$ cat config.mk
export PLATFORM = sky130hd
export DESIGN_NAME = mux3_select_sequencer
export DESIGN_NICKNAME = d
export VERILOG_FILES = /design/src/rtl/mux3_select_sequencer.sv
export SDC_FILE = /design/constraint.sdc
export NUM_CORES = 1
export LEC_CHECK = 0
export ABC_AREA = 1
export BUFFER_PORTS_ARGS = -buffer_cell sky130_fd_sc_hd__buf_2
export CAP_MARGIN = 20
export CORE_AREA = 2 2 78 80
export CTS_CLUSTER_SIZE = 20
export DETAILED_ROUTE_END_ITERATION = 10
export DIE_AREA = 0 0 80 82
export SYNTH_ARGS = -nofsm -noshare
export SYNTH_HDL_FRONTEND = slang
export SYNTH_SLANG_ARGS = --single-unit
$ cat constraint.sdc
create_clock -name clk -period 1.81 [get_ports clk]
set_input_delay 0.2715 -clock clk [delete_from_list [all_inputs] [get_ports clk]]
set_output_delay 0.2715 -clock clk [all_outputs]
set_load 0.005 [all_outputs]
$ cat src/rtl/mux3_select_sequencer.sv
// rtl/mux3_select_sequencer.sv - u/v/w mux select sequencer: timed auto-scan or push-button single-step.
// Optional SEQ_MASK_EN adds en_mask[2:0] to skip disabled channels.
module mux3_select_sequencer #(
    parameter int DWELL = 100_000_000,
    parameter int CNT_W = 27
) (
    input  logic       clk,
    input  logic       rst_n,
    input  logic       run,
    input  logic       step,
`ifdef SEQ_MASK_EN
    input  logic [2:0] en_mask,
`endif
    output logic       s0,
    output logic       s1,
    output logic [1:0] chan,
    output logic       tick
);

    typedef enum logic {PAUSE = 1'b0, RUN = 1'b1} state_t;

    localparam logic [CNT_W-1:0] CNT_LAST = CNT_W'(DWELL - 1);

    state_t           state;
    logic [CNT_W-1:0] cnt;
    logic             step_q;
    logic             step_e;
    logic             adv;
    logic [2:0]       mask;
    logic [1:0]       c1;
    logic [1:0]       c2;
    logic [1:0]       nxt;

`ifdef SEQ_MASK_EN
    assign mask = en_mask;
`else
    assign mask = 3'b111;
`endif

    function automatic logic [1:0] inc3(input logic [1:0] c);
        return (c == 2'd2) ? 2'd0 : c + 2'd1;
    endfunction

    assign step_e = step & ~step_q;

    // A step on the PAUSE->RUN edge is dropped; in RUN a falling run beats the terminal count.
    always_comb begin
        adv = 1'b0;
        if (state == PAUSE)
            adv = step_e & ~run;
        else
            adv = run & (cnt == CNT_LAST);
    end

    // Next enabled channel in 0->1->2->0 order; falls back to the current one.
    always_comb begin
        c1  = inc3(chan);
        c2  = inc3(c1);
        nxt = chan;
        if (mask[c1])
            nxt = c1;
        else if (mask[c2])
            nxt = c2;
    end

    always_ff @(posedge clk) begin
        if (!rst_n) begin
            state  <= PAUSE;
            cnt    <= '0;
            step_q <= 1'b1;
            chan   <= 2'd0;
            s0     <= 1'b0;
            s1     <= 1'b0;
            tick   <= 1'b0;
        end else begin
            step_q <= step;

            case (state)
                PAUSE: begin
                    cnt <= '0;
                    if (run)
                        state <= RUN;
                end
                RUN: begin
                    if (!run) begin
                        state <= PAUSE;
                        cnt   <= '0;
                    end else if (cnt == CNT_LAST) begin
                        cnt <= '0;
                    end else begin
                        cnt <= cnt + CNT_W'(1);
                    end
                end
                default: begin
                    state <= PAUSE;
                    cnt   <= '0;
                end
            endcase

            // An empty mask parks the mux on u while the dwell timing keeps running.
            if (mask == 3'b000) begin
                chan <= 2'd0;
                s0   <= 1'b0;
                s1   <= 1'b0;
                tick <= 1'b0;
            end else if (adv) begin
                chan <= nxt;
                s0   <= (nxt == 2'd1);
                s1   <= (nxt == 2'd2);
                tick <= 1'b1;
            end else begin
                tick <= 1'b0;
            end
        end
    end

endmodule

==> results of run 1 <==
[power breakdown]
part	switching [mW]	internal (mW)	leakage [nW]
Sequential	0.00328	0.709	0.258
Clock	0.226	0.247	0.0359
Combinational	0.0162	0.0100	0.318
Total	0.246	0.966	0.612
[path summary, 6_finish.rpt]
check | endpoint | depth (start not counted) | startpoint | slack (ps)
setup / recovery | cnt[19] | 8 | cnt[1] | 210
hold / removal | step_q | 3 | step | 180
setup reg to reg | cnt[19] | 8 | cnt[1] | 210
hold reg to reg | cnt[26] | 2 | cnt[26] | 460
[layout make-up]
| cell class | instances | area share (%) |
|---|---|---|
| timing repair buffer | 9 | 2.57 |
| tap | 75 | 5.08 |
| multi-input combinational | 180 | 47.8 |
| clock buffer | 5 | 3.73 |
| inverter | 30 | 6.10 |
| sequential | 32 | 34.7 |
[cell usage in the layout (no fill, tap or decap), types with 5 or more instances in the layout]
cell type,n
dfxtp_1,32
inv_1,29
nand3_1,11
nand4_1,5
buf_2,8
nand2_1,66
clkbuf_8,5
nor2_1,48
a21oi_1,12
nor3_1,9
[kinds of logic (layout without fill, tap and decap cells)]
| family | Yosys count | after routing | share of synthesized area (%) |
|---|---|---|---|
| simple gates | 157 | 157 | 43.6 |
| buf+inv | 34 | 44 | 8.97 |
| flops | 32 | 32 | 38.3 |
| compound gates | 14 | 14 | 4.26 |
| xor+xnor | 8 | 8 | 4.18 |
| fa+ha+maj | 1 | 1 | 0.747 |
[metal layers]
| layer | GRT usage, % | wire length, um | vias up |
|---|---|---|---|
| li1 | - | - | 787 |
| met5 | 0 | 0 | - |
| met2 | 19.1 | 1510 | 14 |
| met1 | 15.4 | 1690 | 632 |
| met4 | 3.56 | 42 | 0 |
| met3 | 3.30 | 93 | 4 |
[sequential cells by signal, summed over array words and instances (netlist names)]
signal,cells
step_q,1
chan,1
state,1
tick,1
cnt,27
s1,1
[stage by stage]
stage | hold slack, ps | util [%] | cells
after floorplan | 340 | - | 246
after global placement | 450 | 30.9 | 326
after detailed placement | 457 | 30.9 | 326
after CTS | 168 | 32.1 | 331
after global routing | 187 | 32.1 | 331
final | 181 | 32.1 | 331
[worst max-delay path: cells and delay by family, from the launching register on]
family	cells	cell delay, ps
AND/OR/NAND/NOR	7	900
flip-flops	1	370
adder cells (fa/ha/maj)	1	200
==> flow_metrics.tcl, run 1 <==
set metrics [dict create \
    synthTopCellsByArea "dfxtp_1, nand2_1, nor2_1, inv_1, a21oi_1" \
    crit_slowest_cell "dfxtp_1" \
    cp.arrival_ps 1750 \
    dieArea_um2 6560 \
    p_leak_nw 0.612 \
    crit_required_ps 1960 \
    multiInputGateArea_um2 883 \
    numCtsBuffers 5 \
    antenna_found_initial 0 \
    dpl-instance-area_um2 1780 \
    drc 0 \
    track_usage_pct 11.8 \
    drt_iter0_drc 47 \
    routed_wl_um 3340 \
    synth_common_cells "nand2_1, nor2_1, dfxtp_1" \
    ys_ff_latch 32 \
    synth_edf_count 0 \
    maxSlewHeadroom_pct 73.1 \
    dp_slack_ps 195 \
    firstDrtPassIters 4 \
    status "completed" \
    worst_setup_path_end_kind "register" \
    cts.sinks 32 \
    io_buffers 8 \
    fin_crit_sh_pct 88.5 \
    tightest_slew_ps 401 \
    synthCells 246 \
    tritoncts "done" \
    worst_skew_pair.late_latency_ps 280 \
    place_congestion 0.903 \
    total_power_mw 1.21 \
    syn_area_um2 1670 \
    min_period_ps 1600 \
    crit_fanout 27 \
    fmax_ghz 0.624 \
    grt_start_max_net_pins 28 \
    synth_top_area_cell "dfxtp_1" \
    maxCapViolations 0 \
    start_util_pct 29.1 \
    slew_viol_final 0 \
    overflow 0 \
    synth.most_common_cell "nand2_1" \
    setup_ws_ps 207 \
    p_per_area_nw_per_um2 656 \
    tns_ps 0 \
    syn_to_final_growth_pct 10.3 \
    die_x_um 80 \
    dp_hpwl_um 2650 \
    ios 9 \
    postCtsSetupBuffers 0 \
    antenna_cells 0 \
    grt_pass1_wl_um 6070 \
    via_count 1437 \
    nFillCells 649 \
    drtAntennaViolNets 0 \
    max_stage_delay_ps 370 \
    synth_nets 251 \
    fin_area_um2 1850 \
    syn_area_per_cell_um2 6.81 \
    synth-main-ff-cell "dfxtp_1" \
    cp-start-kind "register" \
    seqCellArea_um2 641 \
    crit_chain "ha_1 -> nand2_2 -> nor2_4 -> nand2_4 -> nor2_4 -> nand2_2 -> nand3_4 -> nor3b_1" \
    path_clk_slew_ps 60 \
    yosysSeqAreaShare_pct 38.3 \
    synth_top_area_share_pct 38.3 \
    clock-root-buffer "clkbuf_8" \
    final_nets 263 \
    grt_pass1_vias 1367 \
    path_class "reg -> reg" \
    skew_ps 4.73 \
    layout-drive-gt1-share_pct 10.2 \
    ys.warnings.count 0 \
    rsz0062_at_grt "false" \
    fp-row-count 28 \
    ys_types 25 \
    hold_violations 0 \
    core_region_area_um2 5750 \
    cts_hold_buf 0 \
    via_per_inst 4.34 \
    min_path_type "in -> reg" \
    ys_async_sr_fraction_pct 0 \
    h-tree-depth 2 \
    finalSetupViolations 0 \
    cts.path.max_buffers 2 \
    vdd_drop_max_mv 0.409 \
    wl_per_cell_um 10.1 \
    cts-resized-gates 0 \
    die_y_um 82 \
]
(Power assumes the default switching activity.)
==> run 2: changes to the inputs <==
GPL_TIMING_DRIVEN = 0   (was unset)
MAX_ROUTING_LAYER = met4   (was unset)
==> run 2 against run 1 <==
- die area unchanged
- worst hold slack got worse by 22 ps
- cell area increased by 3.8%
- first-iteration DRC count increased by 40%
- via count increased by 5.3%
- highest routed layer unchanged
==> flow_metrics.tcl, run 2 (synthesized netlist as in run 1, its figures left out) <==
set metrics [dict create \
    postCtsSetupBuffers 0 \
    min_path_type "in -> reg" \
    seqCellArea_um2 642 \
    multiInputGateArea_um2 883 \
    cts.path.max_buffers 2 \
    antenna_found_initial 0 \
    path_clk_slew_ps 70 \
    worst_skew_pair.late_latency_ps 290 \
    grtUsageMet3_pct 2.97 \
    min_from "step" \
    grt_pass1_wl_um 6410 \
    fmax_ghz 0.603 \
    final_util_pct 33.4 \
    total_power_mw 1.43 \
    hold-worst-slack_ps 159 \
    p_per_area_nw_per_um2 746 \
    worst_setup_path_end_kind "register" \
    vdd_drop_max_mv 0.359 \
    fin_area_um2 1920 \
    io_buffers 8 \
    drc 0 \
    grt_pass1_vias 1462 \
    rsz0062_at_grt "false" \
    dp_hpwl_um 2720 \
    dieArea_um2 6560 \
    place_congestion 0.839 \
    min_path_cells 3 \
    ios 9 \
    clock-root-buffer "clkbuf_8" \
    met2_usage_pct 20.8 \
    status "completed" \
    numCtsBuffers 5 \
    r2r-end "cnt[11]" \
    min_period_ps 1660 \
    hold_path_end "step_q" \
    wl_per_cell_um 10.7 \
    p_leak_nw 0.649 \
    final_common_cell "nand2_1" \
    via_count 1513 \
    die_x_um 80 \
    finalSetupViolations 0 \
    maxCapViolations 0 \
    dpl-instance-area_um2 1810 \
    cp.arrival_ps 1850 \
    place_inst 329 \
    cts.sinks 32 \
    firstDrtPassIters 4 \
    fp-row-count 28 \
    grt_start_max_net_pins 11 \
    fin_cells 337 \
    tritoncts "done" \
    overflow 0 \
    reg2reg_from "cnt[0]" \
    cp-start-kind "register" \
    syn_to_final_growth_pct 14.5 \
    ff2ff_path_depth 9 \
    layout-drive-gt1-share_pct 12.2 \
    h-tree-depth 2 \
    setup_ws_ps 151 \
    slew_viol_final 0 \
    skew_ps 2.80 \
    largest_reg_flops 27 \
    hold_violations 0 \
    maxSlewHeadroom_pct 67.6 \
    grt_busiest_layer "met2" \
    regMostFlops "cnt" \
    final_nets 266 \
    nFillCells 641 \
    start_util_pct 29.1 \
    fin_crit_sh_pct 91.7 \
    crit_fanout 10 \
    tightest_slew_ps 483 \
    routed_wl_um 3590 \
    crit_required_ps 2000 \
    dp_slack_ps 88.8 \
    tns_ps 0 \
    core_region_area_um2 5750 \
    drt_iter0_drc 66 \
    drtAntennaViolNets 0 \
    path_class "reg -> reg" \
    antenna_cells 0 \
    via_per_inst 4.49 \
    mostFrequentLayoutCells "nand2_1, nor2_1, dfxtp_1" \
    grtUsageMet1_pct 15.6 \
    die_y_um 82 \
    r2r_slack_ps 150 \
    track_usage_pct 13.1 \
]
-- run 2: cell type report --
class | instances | area share [%]
Multi-Input combinational cell | 180 | 46.1
Sequential cell | 32 | 33.5
Inverter | 30 | 5.87
Tap cell | 75 | 4.90
Clock buffer | 6 | 3.79
Timing Repair Buffer | 8 | 2.09
Buffer | 4 | 1.96
Clock inverter | 2 | 1.83
-- run 2: power by group --
part           internal (mW)  switching, mW
combinational         0.0130         0.0177
clock                  0.408          0.278
sequential             0.709        0.00387
total                   1.13          0.299
-- run 2: layer usage --
metal	wire length [um]	up-vias
li1	-	796
met1	1810	686
met2	1590	23
met3	122	8
met4	74	0
met5	0	-
-- run 2: how the worst max path moves through the flow --
stage | depth (start not counted) | to | slack, ps | from
2_1_floorplan | 9 | cnt[16] | 340 | cnt[0]
3_3_place_gp | 9 | cnt[16] | 110 | cnt[0]
3_5_place_dp | 9 | cnt[17] | 90 | cnt[0]
4_1_cts | 9 | cnt[16] | 70 | cnt[0]
5_1_grt | 9 | cnt[22] | 40 | cnt[1]
6_report | 9 | cnt[11] | 150 | cnt[0]
-- run 2: timing repair --
action	4_1_cts	5_1_grt
endpoints found under the setup margin	0	13
resized for setup	0	1
hold buffers	0	0
-- run 2: critical path, stage by stage, from the launching register on --
cell and delay (ps):
dfxtp_2 370, ha_1 190, nand2_2 90, nor2_4 170, nand2_4 120, nor2_4 150, nand2_2 80, nand3_4 150
buf_6 180, a21oi_1 50
==> run 3: changes to the inputs <==
CORE_AREA = 2 2 75 84   (was 2 2 78 80)
DIE_AREA = 0 0 77 86   (was 0 0 80 82)
==> run 3 against run 2 <==
- non-clock buffer count is the same
- cell count grew 0.59%
- wire length shrank 1.3%
- first-iteration DRC count shrank 12%
- die area grew 0.95%
- critical path type unchanged
- largest cell class unchanged
- clock-buffer cell count grew 1
- critical endpoint is now cnt[6]
- critical path depth is the same
==> flow_metrics.tcl, run 3 (synthesized netlist as in run 1, its figures left out) <==
set metrics [dict create \
    status "completed" \
    firstDrtPassIters 4 \
    antenna_cells 0 \
    met2_usage_pct 21.1 \
    drc 0 \
    crit_chain "ha_1 -> nand2_2 -> nor2_4 -> nand2_4 -> nor2_4 -> nand2_2 -> nand3_4 -> buf_6 -> nor2_1" \
    tightest_slew_ps 504 \
    grtUsageMet1_pct 14.2 \
    die_y_um 86 \
    setup_ws_ps 162 \
    min_period_ps 1650 \
    p_leak_nw 0.658 \
    min_path_type "in -> reg" \
    tns_ps 0 \
    hold_violations 0 \
    slew_viol_final 0 \
    grtUsageMet3_pct 2.53 \
    regMostFlops "cnt" \
    nFillCells 650 \
    fin_area_um2 1940 \
    fmax_ghz 0.607 \
    max_stage_delay_ps 370 \
    via_count 1512 \
    maxSlewHeadroom_pct 66.1 \
    fp-row-count 29 \
    layout-drive-gt1-share_pct 12.6 \
    crit_family "simple AND/OR/NAND/NOR gates" \
    io_buffers 8 \
    finalSetupViolations 0 \
    r2r-end "cnt[6]" \
    overflow 0 \
    drtAntennaViolNets 0 \
    skew_ps 8.85 \
    largest_reg_flops 27 \
    endpoint "cnt[6]" \
    cts-resized-gates 0 \
    cts_hold_buf 0 \
    path_class "reg -> reg" \
    antenna_found_initial 0 \
    dieArea_um2 6620 \
    final_common_cell "nand2_1" \
    rsz0062_at_grt "false" \
    crit_required_ps 1990 \
    worst_skew_pair.late_latency_ps 290 \
    start_util_pct 29.2 \
    cts.sinks 32 \
    cp-start-kind "register" \
    grt_start_max_net_pins 11 \
    core_region_area_um2 5730 \
    wl_per_cell_um 10.5 \
    syn_to_final_growth_pct 15.8 \
    drt_iter0_drc 58 \
    mostFrequentLayoutCells "nand2_1, nor2_1, dfxtp_1" \
    crit_slowest_cell "dfxtp_2" \
    track_usage_pct 12.6 \
    cts.path.max_buffers 2 \
    worst_setup_path_end_kind "register" \
    grt_pass1_vias 1430 \
    final_nets 266 \
    p_per_area_nw_per_um2 774 \
    vdd_drop_max_mv 0.471 \
    path_clk_slew_ps 70 \
    ios 9 \
    dpl-instance-area_um2 1810 \
    place_congestion 0.883 \
    crit_buf_inv 1 \
    postCtsSetupBuffers 0 \
    cp.arrival_ps 1830 \
    fin_cells 339 \
    r2r_slack_ps 160 \
    fin_crit_sh_pct 91.1 \
    crit_fanout 10 \
    dp_slack_ps 100 \
    dp_hpwl_um 2740 \
    grt_pass1_wl_um 6290 \
    reg2reg_from "cnt[0]" \
    die_x_um 77 \
    tritoncts "done" \
    routed_wl_um 3540 \
    via_per_inst 4.46 \
    maxCapViolations 0 \
    grt_busiest_layer "met2" \
    clock-root-buffer "clkbuf_8" \
    h-tree-depth 2 \
    startpoint "cnt[0]" \
    place_inst 331 \
    numCtsBuffers 5 \
    worstSetupPathDepth 9 \
    ff2ff_path_depth 9 \
]
-- run 3: worst register-to-register path, delay by kind of cell, from the launching register on --
family,cells,cell delay [ps]
buffers and inverters,1,180
and+or+nand+nor,7,800
DFF,1,370
adders and majority gates,1,190
-- run 3: layout make-up --
class / instances / area (um2) / area share [%]
multi-input combinational: 180 / 883 / 45.6
sequential: 32 / 642 / 33.1
clock buffer: 7 / 96.3 / 4.97
tap: 77 / 96.3 / 4.97
inverter: 30 / 113 / 5.81
buffer: 4 / 37.5 / 1.94
timing repair buffer: 8 / 40.0 / 2.07
clock inverter: 1 / 30.0 / 1.55
-- run 3: worst min-delay path by stage --
stage / to / cells past startpoint / start
floorplan: step_q / 1 / rst_n
global placement: cnt[26] / 2 / cnt[26]
detailed placement: cnt[26] / 2 / cnt[26]
CTS: step_q / 3 / step
global route: step_q / 3 / step
finish: step_q / 3 / step
-- run 3: metal layers --
metal | part of all wire (%) | vias to the layer above
li1 | - | 800
met1 | 45 | 680
met2 | 48 | 23
met3 | 3.6 | 9
met4 | 2.9 | 0
met5 | 0 | -
-- run 3: stage by stage --
step / util (%) / hold slack [ps] / power, mW
2_1_floorplan: - / 340 / 0.747
3_3_place_gp: 31.6 / 451 / 0.759
3_5_place_dp: 31.6 / 456 / 0.760
4_1_cts: 33.8 / 154 / 1.51
5_1_grt: 33.8 / 168 / 1.55
6_report: 33.8 / 163 / 1.50
-- run 3: power by group --
group	total [mW]	switching, mW	internal, mW
sequential	0.713	0.00374	0.709
clock	0.757	0.271	0.485
combinational	0.0302	0.0172	0.0130
